--- src/rtl/guess_pkg.sv ---
// Shared constants for the number-guessing controller: state encoding,
// default limits and two-digit BCD helpers.
package guess_pkg;

    localparam logic [2:0] ST_IDLE  = 3'd0;
    localparam logic [2:0] ST_RUN   = 3'd1;
    localparam logic [2:0] ST_GUESS = 3'd2;
    localparam logic [2:0] ST_CHECK = 3'd3;
    localparam logic [2:0] ST_WIN   = 3'd4;
    localparam logic [2:0] ST_LOSE  = 3'd5;

    localparam int         MAX_TRIES_DEF  = 9;
    localparam int         DEB_CYCLES_DEF = 16;
    localparam logic [3:0] BCD_DIGIT_MAX  = 4'd9;

    typedef logic [7:0] bcd2_t;

    function automatic logic bcd_ok(input bcd2_t v);
        return (v[7:4] <= BCD_DIGIT_MAX) && (v[3:0] <= BCD_DIGIT_MAX);
    endfunction

    // Returns {a_gt_b, a_lt_b}; tens digit decides unless equal.
    function automatic logic [1:0] bcd_cmp(input bcd2_t a, input bcd2_t b);
        if (a[7:4] != b[7:4])
            return (a[7:4] > b[7:4]) ? 2'b10 : 2'b01;
        else if (a[3:0] != b[3:0])
            return (a[3:0] > b[3:0]) ? 2'b10 : 2'b01;
        else
            return 2'b00;
    endfunction

endpackage

--- src/rtl/pb_debounce.sv ---
// Pushbutton conditioning: 2-flop synchronizer, stability counter and a
// one-cycle pulse on the clean rising edge.
module pb_debounce
    import guess_pkg::*;
#(
    parameter int DEB_CYCLES = DEB_CYCLES_DEF
) (
    input  logic i_clk,
    input  logic i_rst,
    input  logic i_pb,
    output logic o_level,
    output logic o_press
);

    localparam int CW = $clog2(DEB_CYCLES + 1);
    localparam logic [CW-1:0] LP_LAST = CW'(DEB_CYCLES - 1);

    logic          r_sync1;
    logic          r_sync2;
    logic          r_clean;
    logic          r_clean_d;
    logic [CW-1:0] r_cnt;

    // The clean level flips on the DEB_CYCLES-th consecutive differing cycle.
    always_ff @(posedge i_clk or posedge i_rst) begin
        if (i_rst) begin
            r_sync1   <= 1'b0;
            r_sync2   <= 1'b0;
            r_clean   <= 1'b0;
            r_clean_d <= 1'b0;
            r_cnt     <= '0;
        end else begin
            r_sync1   <= i_pb;
            r_sync2   <= r_sync1;
            r_clean_d <= r_clean;
            if (r_sync2 != r_clean) begin
                if (r_cnt == LP_LAST) begin
                    r_clean <= r_sync2;
                    r_cnt   <= '0;
                end else begin
                    r_cnt <= r_cnt + 1'b1;
                end
            end else begin
                r_cnt <= '0;
            end
        end
    end

    assign o_level = r_clean;
    assign o_press = r_clean & ~r_clean_d;

endmodule

--- src/rtl/guess_ctrl.sv ---
// Number-guessing game controller: debounced start/stop button, keypad
// guesses compared against a captured BCD target, win/lose tracking.
module guess_ctrl
    import guess_pkg::*;
#(
    parameter int DEB_CYCLES = DEB_CYCLES_DEF,
    parameter int MAX_TRIES  = MAX_TRIES_DEF
) (
    input  logic       clk,
    input  logic       rst,
    input  logic       PB,
    input  logic       key_valid,
    input  logic [7:0] key_bcd,
    input  logic [7:0] cnt_bcd,
    output logic       cnt_en,
    output logic [7:0] disp_bcd,
    output logic       disp_on,
    output logic       too_high,
    output logic       too_low,
    output logic       hit,
    output logic [3:0] attempts,
    output logic       done,
    output logic [2:0] dbg_state
);

    localparam logic [3:0] LP_MAX = 4'(MAX_TRIES);

    logic       w_pb_press;
    logic       w_pb_level;
    logic       w_key_evt;
    logic [1:0] w_cmp;
    logic [3:0] w_att_next;

    logic       r_key_s1;
    logic       r_key_s2;
    logic       r_key_s3;
    logic [2:0] r_state;
    bcd2_t      r_target;
    bcd2_t      r_guess;
    logic       r_hit;
    logic       r_hi;
    logic       r_lo;
    logic [3:0] r_attempts;

    pb_debounce #(.DEB_CYCLES(DEB_CYCLES)) u_deb (
        .i_clk   (clk),
        .i_rst   (rst),
        .i_pb    (PB),
        .o_level (w_pb_level),
        .o_press (w_pb_press)
    );

    assign w_key_evt  = r_key_s2 & ~r_key_s3;
    assign w_cmp      = bcd_cmp(r_guess, r_target);
    assign w_att_next = r_attempts + 4'd1;

    always_ff @(posedge clk or posedge rst) begin
        if (rst) begin
            r_key_s1   <= 1'b0;
            r_key_s2   <= 1'b0;
            r_key_s3   <= 1'b0;
            r_state    <= ST_IDLE;
            r_target   <= '0;
            r_guess    <= '0;
            r_hit      <= 1'b0;
            r_hi       <= 1'b0;
            r_lo       <= 1'b0;
            r_attempts <= '0;
        end else begin
            r_key_s1 <= key_valid;
            r_key_s2 <= r_key_s1;
            r_key_s3 <= r_key_s2;
            case (r_state)
                ST_IDLE: begin
                    if (w_pb_press) r_state <= ST_RUN;
                end
                ST_RUN: begin
                    if (w_pb_press) begin
                        r_target   <= cnt_bcd;
                        r_guess    <= '0;
                        r_attempts <= '0;
                        {r_hit, r_hi, r_lo} <= 3'b000;
                        r_state    <= ST_GUESS;
                    end
                end
                ST_GUESS: begin
                    // An abort press wins over a key arriving in the same cycle.
                    if (w_pb_press) begin
                        r_attempts <= '0;
                        {r_hit, r_hi, r_lo} <= 3'b000;
                        r_state    <= ST_IDLE;
                    end else if (w_key_evt && bcd_ok(key_bcd)) begin
                        r_guess <= key_bcd;
                        r_state <= ST_CHECK;
                    end
                end
                ST_CHECK: begin
                    r_hit <= (w_cmp == 2'b00);
                    r_hi  <= w_cmp[1];
                    r_lo  <= w_cmp[0];
                    if (w_cmp == 2'b00) begin
                        r_state <= ST_WIN;
                    end else begin
                        r_attempts <= w_att_next;
                        r_state    <= (w_att_next == LP_MAX) ? ST_LOSE : ST_GUESS;
                    end
                end
                ST_WIN, ST_LOSE: begin
                    if (w_pb_press) begin
                        r_attempts <= '0;
                        {r_hit, r_hi, r_lo} <= 3'b000;
                        r_state    <= ST_IDLE;
                    end
                end
                default: r_state <= ST_IDLE;
            endcase
        end
    end

    always_comb begin
        cnt_en   = 1'b0;
        disp_on  = 1'b0;
        disp_bcd = 8'h00;
        done     = 1'b0;
        case (r_state)
            ST_RUN: cnt_en = 1'b1;
            ST_GUESS, ST_CHECK: begin
                disp_on  = 1'b1;
                disp_bcd = r_guess;
            end
            ST_WIN: begin
                disp_on  = 1'b1;
                disp_bcd = r_guess;
                done     = 1'b1;
            end
            ST_LOSE: begin
                disp_on  = 1'b1;
                disp_bcd = r_target;
                done     = 1'b1;
            end
            default: ;
        endcase
    end

    assign hit       = r_hit;
    assign too_high  = r_hi;
    assign too_low   = r_lo;
    assign attempts  = r_attempts;
    assign dbg_state = r_state;

endmodule

--- config.mk ---
export PLATFORM = sky130hd
export DESIGN_NAME = guess_ctrl
export DESIGN_NICKNAME = d
export VERILOG_FILES = /design/src/rtl/guess_pkg.sv /design/src/rtl/pb_debounce.sv /design/src/rtl/guess_ctrl.sv
export SDC_FILE = /design/constraint.sdc
export NUM_CORES = 1
export LEC_CHECK = 0
export CAP_MARGIN = 10
export CORE_MARGIN = 3
export CORE_UTILIZATION = 47
export DETAILED_ROUTE_END_ITERATION = 7
export GPL_TIMING_DRIVEN = 1
export PLACE_DENSITY_LB_ADDON = 0.15
export SYNTH_ARGS = -nofsm -noshare
export SYNTH_HDL_FRONTEND = slang
export SYNTH_SLANG_ARGS = --single-unit
--- constraint.sdc ---
create_clock -name clk -period 1.7 [get_ports clk]
set_input_delay 0.34 -clock clk [delete_from_list [all_inputs] [get_ports clk]]
set_output_delay 0.34 -clock clk [all_outputs]
set_load 0.01 [all_outputs]
Word-level counts from Yosys, hierarchy flattened
Index checks and enable logic that the tools add are counted.

Bits in registers: 38. Output and inout bits: 21.

Add/subtract/negate cells: 2. Magnitude comparators: 4. Equality and inequality tests: 18. Mux-type cells: 29. Bitwise logic cells: 4. Reductions and logical operators: 16.

Operators by type and width (count): $pmux 8 s2 (2); $mux 8 (3); $mux 3 (7); $pmux 3 s5 (1); $mux 5 (2); $gt 4x4->1 (2); $le 4x4->1 const B (2); $mux 2 (4); $mux 4 (2); $ne 2x1->1 const B (4); $ne 4x4->1 (2); $pmux 4 s2 (1); $reduce_and 4->1 (2); $reduce_or 4->1 (2); $eq 3x2->1 const B (2); $eq 3x3->1 const B (2); $ne 2x2->1 const B (3); $pmux 1 s2 (3); $reduce_and 2->1 (3); $add 5x1->5 const B (1); $eq 5x4->1 const B (1); $add 4x1->4 const B (1); $eq 4x4->1 const B (1); $mux 1 (4); 12 further kinds (16).

Depth between registers and ports, before layout
Depth in word-level cells: 7. Mapped depth: 8.

Modules after synthesis
Synthesis repeated with hierarchy kept, for this count alone.

Cells, all modules: 220. Area, all modules: 2085.8 um2.

Modules (own cells, without submodules): guess_ctrl (instances 1, cells an instance 194, area an instance 1742.9 um2, sequential area each 725.7 um2); pb_debounce (instances 1, cells an instance 26, area an instance 342.8 um2, sequential area each 225.2 um2).

Least setup slack after synthesis
No wires, ideal clock.

Kind: register to register. From: register r_target[2]. To: register r_attempts[3], in the netlist attempts[3]. Library setup time: 0.129 ns. Arrival: 1.521 ns. Required time: 1.571 ns. Slack: 0.050 ns. Stages on the path, launching flop included: 9. Buffers on the path: 1. Path through: dfrtp_1 inv_1 ha_1 and4_1 nor2b_1 buf_2 o21a_1 o21ai_0 o41ai_1.

Cells in the longest elaborated chain, start to end: 7. Elaborated cells between the ends (all ways): 8.

Ends and longest elaborated chain: from (decl) (line guess_ctrl.sv:38) `bcd2_t r_target;`; from (signal assigned) (line guess_ctrl.sv:79) `r_target <= cnt_bcd;`; $gt 4x4->1 (line guess_pkg.sv:27) `return (a[3:0] > b[3:0]) ? 2'b10 : 2'b01;`; $mux 2 (line guess_pkg.sv:27); $mux 2 * (line guess_pkg.sv:26) `else if (a[3:0] != b[3:0])`; $mux 2 * (line guess_pkg.sv:24) `if (a[7:4] != b[7:4])`; $logic_not 2->1 * (line guess_ctrl.sv:101) `if (w_cmp == 2'b00) begin`; $ne 2x2->1 (no line) *; $reduce_and 3->1 (no line) *; to (signal assigned) (line guess_ctrl.sv:104) `r_attempts <= w_att_next;`; to (decl) (line guess_ctrl.sv:43) `logic [3:0] r_attempts;`.

Mark *: on every way between the ends. The rest lies on a longest branch, timed or not. A chain may end at the register's enable or synchronous reset.

Final worst setup path
From: register r_state[2], in the netlist dbg_state[2]. To: output port disp_bcd[4].

Cells in the longest elaborated chain, start to end: 3. Elaborated cells between the ends (all ways): 6.

Ends and longest elaborated chain: from (decl) (line guess_ctrl.sv:37) `logic [2:0] r_state;`; from (signal assigned) (line guess_ctrl.sv:105) `r_state <= (w_att_next == LP_MAX) ? ST_LOSE : ST_GUESS;`; $eq 3x3->1 or $eq 3x2->1 (tied branches) (line guess_ctrl.sv:125) `case (r_state)`; $reduce_or 3->1 (no line); $pmux 8 s2 * (line guess_ctrl.sv:125); to (decl) (line guess_ctrl.sv:16) `output logic [7:0] disp_bcd,`.

Marked as above.

==> impl_metrics.json <==
{
  "status": "complete, but fails checks",
  "violations": "setup timing",
  "die_area_um2": 5410,
  "syn_area_um2": 2140,
  "cts_tree": "built",
  "crit_fanout": 5,
  "post_drt_via_cell_ratio": 5.78,
  "hold_buffers": 0,
  "power_frac_comb_pct": 8.2,
  "required_ns": 1.36,
  "slowest_delay_ns": 0.42,
  "syn2layout_area_growth_pct": 53.9,
  "cts-root-buf": "clkbuf_8",
  "yosys_register_bits": 38,
  "critPathArrivalTime_ns": 1.50,
  "cts_made_buffers": 5,
  "p_sw_uw": 448,
  "slowest_stage": "dfrtp_1",
  "p_leak_nw": 1.50,
  "path_cells": "buf_6 -> nor2_4 -> buf_6 -> buf_6 -> nand2_1 -> o21ai_0 -> buf_2",
  "cts_max_path_buffers": 2,
  "peakVddDrop_uv": 502,
  "clock_skew_ns": 0.00683,
  "final_cells": 355,
  "synth_top_flop_cell": "dfrtp_1",
  "grt_pass1_vias": 1826,
  "p_clk_share_pct": 47.0,
  "clock_sinks": 38,
  "netlist_top_cells_count": "dfrtp_1, nand2_1, o21ai_0",
  "final_area_um2": 3300,
  "maxCapViolations": 0,
  "grt_overflow": 0,
  "coreArea_um2": 4200,
  "cp-end-kind": "primary output",
  "portBuffers": 40,
  "finalHoldViolCount": 0,
  "rows": 23,
  "synth_area_leaders": "dfrtp_1, ha_1, mux2_2",
  "cp_common_cell": "buf_6",
  "fin_crit_ns": 1.84,
  "ant_nets": 0,
  "setup_ws_ns": -0.140,
  "syn-num-nets": 250,
  "first_pass_iters": 4,
  "hpwl_um": 3630,
  "die_y_um": 73.5,
  "routedWlPerCell_um": 17.2,
  "setup_viol": 9,
  "placed_cells": 330,
  "post-place-ws_ns": -0.214,
  "start_util_pct": 51.0,
  "clk_pin_slew_ns": 0.08,
  "grt_util_all_layers_pct": 21.8,
  "initialDrtViolationCount": 82,
  "rsz0062_at_grt": "true",
  "power.density_nw_per_um2": 636,
  "ys_warn_count": 0,
  "crit_buf_inv": 4,
  "die_w_um": 73.5,
  "n_antenna_cell": 0,
  "crit_family": "buffers and inverters",
  "fmaxAchievable_ghz": 0.543,
  "crit_type": "flip-flop to primary output",
  "synth_enable_flop_cells": 0,
  "antenna_found_initial": 0,
  "hp-class": "flip-flop to flip-flop",
  "setup_tns_ns": -0.632,
  "drcViolationCount": 0,
  "ys_seq_area_share_pct": 44.4,
  "slew_viol_final": 0,
  "swShare_pct": 21.3,
  "grt_max_degree": 39,
  "r2r_slack_ns": -0.04,
  "io_pins": 41,
  "synth_cells": 216,
  "synth_top_area_share_pct": 44.4,
  "seqPwrFrac_pct": 44.8,
  "intPower_mw": 1.65,
  "maxSlewHeadroom_pct": 78.5,
  "clkLatencyLatePin_ns": 0.30,
  "tightest_slew_ns": 0.319,
  "grt_pass1_wl_um": 8860,
  "drive_gt1_share_pct": 37.4,
  "gp_congestion": 0.828,
  "synth_area_per_cell_um2": 9.92,
  "synth_top_area_cell": "dfrtp_1",
  "synth_most_common_cell": "dfrtp_1",
  "fin_crit_sh_pct": 108,
  "synthArstFlopShare_pct": 100,
  "dpl_cell_area_um2": 2820,
  "ys_types": 43,
  "nets": 338,
  "vias": 2051,
  "htreeDepth": 2,
  "drt-total-wl_um": 6120,
  "startpoint_type": "flip-flop"
}
==> layer usage <==
metal | part of all wire [%] | vias up | GRT usage (%)
met5 | 0 | - | 0
met4 | 2.8 | 0 | 10.3
met3 | 5.3 | 16 | 3.97
met2 | 48 | 78 | 35.0
met1 | 43 | 1004 | 28.2
li1 | - | 953 | -
==> metrics by stage <==
stage | utilization, % | hold WS, ns | power [mW]
2_1_floorplan | - | 0.331 | 1.02
3_3_place_gp | 67.0 | 0.335 | 1.10
3_5_place_dp | 67.0 | 0.337 | 1.11
4_1_cts | 72.9 | 0.354 | 2.08
5_1_grt | 78.5 | 0.362 | 2.16
6_report | 78.5 | 0.351 | 2.10
==> path summary, 6_finish.rpt <==
check | start | endpoint | cells past startpoint
worst max-delay path | dbg_state[2] | disp_bcd[4] | 7
worst min-delay path | r_key_s1 | r_key_s2 | 0
worst max register to register | r_target[1] | too_high | 7
worst min register to register | r_key_s1 | r_key_s2 | 0
max in group asynchronous | rst | attempts[2] | 3
min in group asynchronous | rst | u_deb.r_cnt[0] | 3
==> area by class of cell <==
| type | count | area [um^2] |
|---|---|---|
| flip-flops and latches | 38 | 953 |
| fillers | 286 | 903 |
| multi-input cells | 159 | 1270 |
| inverters | 13 | 51.3 |
| repair buffers | 87 | 820 |
| well taps | 50 | 62.6 |
| clock buffers | 6 | 82.6 |
| clock inverters | 2 | 60.1 |
==> power groups by stage <==
stage	combinational (mW)	clock, mW	sequential (mW)
2_1_floorplan	0.0644	0	0.954
3_3_place_gp	0.145	0	0.956
3_5_place_dp	0.150	0	0.957
4_1_cts	0.155	0.988	0.939
5_1_grt	0.187	1.03	0.944
6_report	0.172	0.986	0.941
==> timing repair <==
action | in CTS | in global routing
resized for setup | 63 | 49
pin swaps | 4 | 19
setup buffers | 11 | 4
cloned | 2 | 2
endpoints found under the setup margin | 30 | 26
==> state kept, by name, indices dropped and copies added (netlist names), 3 cells and up <==
signal / flops
u_deb.r_cnt: 5
r_target: 8
dbg_state: 3
attempts: 4
r_guess: 8
==> worst reg2reg max path: stages (launching register included) <==
cell and delay [ns]:
dfrtp_1 0.36, inv_1 0.05, ha_1 0.32, nor2b_1 0.17
o211ai_1 0.30, a21oi_1 0.14, o211ai_1 0.21, nand2_1 0.09
==> layout by cell type, fill, tap and decap left out, types with 4 or more instances in the layout <==
| cell type | n |
|---|---|
| dfrtp_1 | 36 |
| buf_4 | 33 |
| clkdlybuf4s50_1 | 25 |
| nand2_1 | 22 |
| o21ai_0 | 13 |
| ha_1 | 11 |
| buf_6 | 11 |
| nor2_1 | 10 |
| mux2_2 | 9 |
| inv_1 | 9 |
| mux2i_1 | 9 |
| buf_2 | 9 |
| a21oi_1 | 8 |
| o31ai_1 | 7 |
| o21ai_1 | 6 |
| clkbuf_8 | 6 |
| nand3_1 | 4 |
| o21a_1 | 4 |
==> logic make-up after synthesis <==
family                     synth area share [%]
adders and majority gates                  8.17
muxes                                      8.93
buffers and inverters                      4.49
DFF                                        44.4
and+or+nand+nor                            14.9
AOI/OAI and AO/OA                          17.9
xor gates and xnor gates                   1.23
(Power assumes the default switching activity.)
==> edit 1, RTL diff (same settings) <==
Change the package constant `DEB_CYCLES_DEF` from 16 to 8.
--- a/src/rtl/guess_pkg.sv
+++ b/src/rtl/guess_pkg.sv
@@ -10,7 +10,7 @@
     localparam logic [2:0] ST_LOSE  = 3'd5;
 
     localparam int         MAX_TRIES_DEF  = 9;
-    localparam int         DEB_CYCLES_DEF = 16;
+    localparam int         DEB_CYCLES_DEF = 8;
     localparam logic [3:0] BCD_DIGIT_MAX  = 4'd9;
 
     typedef logic [7:0] bcd2_t;
Formal check against the unedited RTL: no difference found for any inputs over 10 cycles, from zero or initial values and one cycle with rst high; that may be too few to reach the edited logic, so the function may still have changed.
==> edit 1 against the original RTL <==
The run still ends with setup timing left; wire length is 20% higher; sequential cell count decreased by 1; non-clock buffer count up 19; synthesized area shrank 0.41%; worst setup slack lost 0.072 ns; first-iteration DRC count is 120% higher; final area is 7.6% higher; utilization is 6.0 points higher; via count grew 2.9%; global-route usage increased by 3.4 points.
Power is left out: it rests on default switching activity, and per cell area and clock period it moved more than threefold.
==> edit 1: results (changes against the original RTL) <==
- The family with the most delay on the worst path is simple AND/OR/NAND/NOR gates.
- The layout cell share with drive strength beyond 1 is 46.3% (+8.9 points).
- The critical-path cell with the highest stage delay is sky130_fd_sc_hd__dfrtp_1.
- The worst-case setup slack after placement is -0.340 ns (-0.127 ns).
- The smallest setup slack after layout is -0.212 ns (-0.0718 ns).
- The number of setup violations in the final report came to 21 (+12).
- The clock-pin slew on the worst setup and hold paths is 0.09 ns.
- Sorting the synthesized cells by area gives the leading types as sky130_fd_sc_hd__dfrtp_1 (43%), sky130_fd_sc_hd__ha_1 (8.2%), sky130_fd_sc_hd__mux2i_1 (7.0%), sky130_fd_sc_hd__mux2_2 (6.9%), sky130_fd_sc_hd__o21ai_0 (4.0%).
- The highest net fanout along the worst path came to 8 (+3).
- The final weighted congestion in routability-driven placement is 0.782 (-5.6%).
- The post-synthesis cell type count is 41 (-4.7%).
- The net count after synthesis is 247 (-1.2%).
- Sorting the synthesized cells by how often they occur yields sky130_fd_sc_hd__dfrtp_1 (37), sky130_fd_sc_hd__nand2_1 (22), sky130_fd_sc_hd__inv_1 (21).
- The largest registers in the layout are r_guess x8, r_target x8.
- The antenna diode instance count is 0 (unchanged).
- The overall global routing resource usage came to 25.1% (+3.4 points).
- The filler cell count in the final layout came to 228 (-20%).
- The data arrival at the endpoint of the critical path is 2.13 ns (+0.63 ns).
- The detailed router's first-iteration violation count is 180 (+120%).
- The pin count of the biggest net entering global routing is 38 (-2.6%).
- The deepest level of the CTS H-tree is 2 (unchanged).
- The post-detailed-route via-to-cell ratio came to 5.71 (-1.2%).
- The final routed wire length divided by cell count was 19.8 um (+15%).
- The net count reported at finish was 353 (+4.4%).
- In this run the clock root is driven by a sky130_fd_sc_hd__clkbuf_8.
- The number of antenna violations at the first check in global routing came to 0 (unchanged).
- The max-cap check violation count is 0 (unchanged).
- The final setup skew is 0.00990 ns (+0.00307 ns).
- The sequential fraction of the synthesis area was 43.4% (-0.99 points).
- The run finished, with violations left.
- The number of search-and-repair iterations in the first detailed-routing pass was 4 (unchanged).
- The number of global-route vias before repair is 2,128 (+17%).
- The number of buffer cells added on primary ports is 40 (unchanged).
- The total negative setup slack is -2.12 ns (-1.49 ns).
- The count of synthesis-stage warnings from yosys was 0 (unchanged).
- The actual transition at the worst max-transition pin is 0.389 ns (+0.0698 ns).
- The wire length of the first global-routing pass is 10,100 um (+14%).
- The largest stage delay on the critical path was 0.44 ns (+0.02 ns).
- The half-perimeter wire length of the detailed placement result is 3700 um (+1.8%).
- The final reports fail on setup timing.
==> edit 1: changes by cell type in the layout (fill, tap and decap cells not counted), sizes merged, moves of 4 or more <==
cell   delta
buf      +20
inv       +9
o31ai     -8
mux2i     +6
mux2      +4
o21a      -4
o21ai     -4
==> edit 1: final cells by class <==
class | count | area, um2 | share of cell area (%)
multi-input cells | 147 | 1380 | 38.9
repair buffers | 106 | 981 | 27.6
flip-flops and latches | 37 | 928 | 26.2
inverters | 22 | 82.6 | 2.33
clock buffers | 5 | 68.8 | 1.94
well taps | 50 | 62.6 | 1.76
clock inverters | 3 | 46.3 | 1.30
==> edit 1: metrics by stage <==
| stage | hold WS [ns] | instance area (um2) | cells | util (%) |
|---|---|---|---|---|
| floorplan | 0.331 | 2190 | 213 | - |
| global placement | 0.334 | 2970 | 339 | 70.7 |
| detailed placement | 0.345 | 2970 | 339 | 70.7 |
| CTS | 0.357 | 3320 | 362 | 79.0 |
| global route | 0.363 | 3550 | 370 | 84.5 |
| finish | 0.355 | 3550 | 370 | 84.5 |
==> edit 1: layer usage <==
layer	track usage [%]	vias to the layer above	wire length (um)
li1	-	957	-
met1	30.5	1040	2890
met2	43.3	87	3700
met3	5.47	27	449
met4	9.86	0	306
met5	0	-	0
==> edit 1: cells by family after synthesis <==
family	Yosys count	share of synthesized area [%]
and+or+nand+nor	61	15.5
AOI/OAI and AO/OA	41	12.1
DFF	37	43.4
buffers and inverters	29	5.74
muxes	28	13.9
adders and majority gates	14	8.21
xor gates and xnor gates	3	1.23
==> edit 1: timing repair <==
| action | in CTS | in global routing |
|---|---|---|
| resized for setup | 81 | 52 |
| pin swaps | 9 | 18 |
| endpoints found under the setup margin | 36 | 35 |
| buffers inserted | 13 | 11 |
| gates cloned | 2 | 0 |
==> edit 1: worst paths after layout <==
kind	from	to	slack, ns	cells past startpoint
max	dbg_state[0]	r_guess[3]	-0.21	7
min	u_deb.r_sync1	u_deb.r_sync2	0.35	0
max reg2reg	dbg_state[0]	r_guess[3]	-0.21	7
min reg2reg	u_deb.r_sync1	u_deb.r_sync2	0.35	0
max in group asynchronous	rst	attempts[2]	1.12	3
min in group asynchronous	rst	too_low	0.37	3
==> edit 2, RTL diff (same settings) <==
Made on the original files. Reset style: synchronous (`i_rst` and `rst`), changed in 2 clocked blocks.
--- a/src/rtl/pb_debounce.sv
+++ b/src/rtl/pb_debounce.sv
@@ -22,7 +22,7 @@
     logic [CW-1:0] r_cnt;
 
     // The clean level flips on the DEB_CYCLES-th consecutive differing cycle.
-    always_ff @(posedge i_clk or posedge i_rst) begin
+    always_ff @(posedge i_clk) begin
         if (i_rst) begin
             r_sync1   <= 1'b0;
             r_sync2   <= 1'b0;
--- a/src/rtl/guess_ctrl.sv
+++ b/src/rtl/guess_ctrl.sv
@@ -54,7 +54,7 @@
     assign w_cmp      = bcd_cmp(r_guess, r_target);
     assign w_att_next = r_attempts + 4'd1;
 
-    always_ff @(posedge clk or posedge rst) begin
+    always_ff @(posedge clk) begin
         if (rst) begin
             r_key_s1   <= 1'b0;
             r_key_s2   <= 1'b0;
Behaviour: no difference found for any inputs over 10 cycles, from zero or initial values and one cycle with rst high; that may be too few to reach the edited logic, so the function may still have changed.
==> edit 2 against the original RTL <==
Worst hold slack got worse by 0.021 ns; the run still ends with setup timing left; worst setup slack better by 0.080 ns; count of clock-buffer cells in the layout is 1 lower; wire length fell by 3.3%; sequential cell count unchanged; synthesized area decreased by 1.8%; final area decreased by 0.68%.
Power is not compared: it rests on default switching activity, and its combinational part moved more than twofold at a synthesized area within 25%.
==> edit 2: results (changes against the original RTL) <==
- The half-perimeter wire length of the detailed placement result is 3910 um (+7.8%).
- The mean cell area of the mapped netlist was 8.45 um2 (-15%).
- Tracing the worst setup path back leads to its startpoint at r_target[1].
- The final weighted congestion in routability-driven placement is 0.794 (-4.1%).
- The critical-path cell with the highest stage delay is sky130_fd_sc_hd__dfxtp_2.
- The path category of the worst min-delay check is primary input to register.
- The share of async-settable or async-resettable flops after synthesis was 0% (-100 points).
- The actual transition at the worst max-transition pin is 0.348 ns (+0.0286 ns).
- The smallest setup slack after layout was -0.0605 ns (+0.0797 ns).
- The sequential fraction of the synthesis area is 36.1% (-8.2 points).
- The leakage power summed over all cells is 1.27 nW.
- The antenna diode instance count is 0 (unchanged).
- The multi-input combinational gate total is 187 (+18%).
- The final-layout non-clock buffer area share is 25.1% (+0.25 points).
- Yosys attributes the largest share of cell area to sky130_fd_sc_hd__dfxtp_1 (36%), sky130_fd_sc_hd__ha_1 (8.9%), sky130_fd_sc_hd__mux2i_1 (8.6%), sky130_fd_sc_hd__nand2_1 (6.6%), sky130_fd_sc_hd__a21oi_1 (3.8%).
- The buffer count excluding the clock tree in the final layout was 94 (+8.0%).
- The detailed router's first-iteration violation count is 75 (-8.5%).
- The wire length of the first global-routing pass is 8830 um (-0.30%).
- The number of logic inverters in the finished layout is 15 (+2).
- The multi-input gate share of total cell area was 43.8% (+5.3 points).
- The total negative setup slack is -0.126 ns (+0.506 ns).
- By count the netlist is led by sky130_fd_sc_hd__dfxtp_1 (38), sky130_fd_sc_hd__nand2_1 (37), sky130_fd_sc_hd__mux2i_1 (18).
- The run finished, with violations left.
- The pin count of the biggest net entering global routing is 18 (-54%).
- The total placed cells including tap cells is 374 (+13%).
- The critical hold path startpoint is key_bcd[1].
- The share of the core filled with cells is 79.0% (+0.55 points).
- The number of setup violations in the final report is 3 (-6).
- The layout cell share with drive strength beyond 1 is 37.4% (+0.050 points).
- The post-synthesis cell type count is 45 (+4.7%).
- The overall global routing resource usage is 21.6% (-0.12 points).
- The worst-case setup slack after placement was -0.291 ns (-0.0775 ns).
- The final reports fail on setup timing.
- The data arrival at the endpoint of the critical path is 1.96 ns (+0.46 ns).
- The net count after synthesis is 284 (+14%).
- The net count reported at finish was 376 (+11%).
- The total vias in the final route was 2,102 (+2.5%).
- The total core area is 4140 um2 (-1.4%).
- The portion of the layout cell area used by clock cells is 3.48% (-0.85 points).
- The largest stage delay on the critical path was 0.34 ns (-0.08 ns).
- The cell area after placement is 2880 um2 (+2.3%).
- The highest net fanout along the worst path came to 3 (-2).
- The count of synthesis-stage warnings from yosys came to 0 (unchanged).
- The number of search-and-repair iterations in the first detailed-routing pass is 4 (unchanged).
-- edit 2: cell types whose count changed after synthesis, sizes merged, moves of 7 or more --
cell and delta:
mux2 -9, mux2i +9, dfxtp +38, o31ai -9
nand2 +12, dfrtp -38, nand3 +7, nor2b +9
-- edit 2: path summary, 6_finish.rpt --
kind                            depth (start not counted)  slack [ns]            end
worst max-delay path                                    7       -0.06   dbg_state[1]
worst min register to register                          1        0.44  u_deb.r_sync2
worst max register to register                          7       -0.06   dbg_state[1]
worst min-delay path                                    3        0.33     r_guess[1]
-- edit 2: per-layer routing --
metal,vias to the layer above,global-route usage (%),wire [um]
met3,20,4.41,246
met2,56,37.5,3050
li1,1046,-,-
met1,980,25.9,2440
met4,0,9.02,178
met5,-,0,0
-- edit 2: cell families (layout without fill, tap and decap cells) --
logic type	Yosys count	in the layout	synth area share, %
fa+ha+maj	15	15	8.92
compound gates	51	51	15.7
simple gates	99	99	24.3
mux	18	18	8.56
xor+xnor	4	4	1.66
buf+inv	24	117	4.70
flops	38	38	36.1
-- edit 2: critical path, delay by kind of cell, from the launching register on --
family / cells / cell delay (ns)
simple gates: 3 / 0.70
flops: 1 / 0.34
compound gates: 2 / 0.33
fa+ha+maj: 1 / 0.25
buf+inv: 1 / 0.04
-- edit 2: power by group through the flow --
stage	sequential (mW)	clock [mW]	combinational, mW
2_1_floorplan	0.917	0	0.0214
3_3_place_gp	0.918	0	0.0797
3_5_place_dp	0.918	0	0.0812
4_1_cts	0.897	0.803	0.0814
5_1_grt	0.894	0.838	0.0908
6_report	0.893	0.797	0.0844
-- edit 2: what timing repair did --
item | CTS | global route
cloned | 1 | 0
pin swaps | 7 | 24
endpoints found under the setup margin | 21 | 27
resized for setup | 62 | 58
buffers inserted | 4 | 5
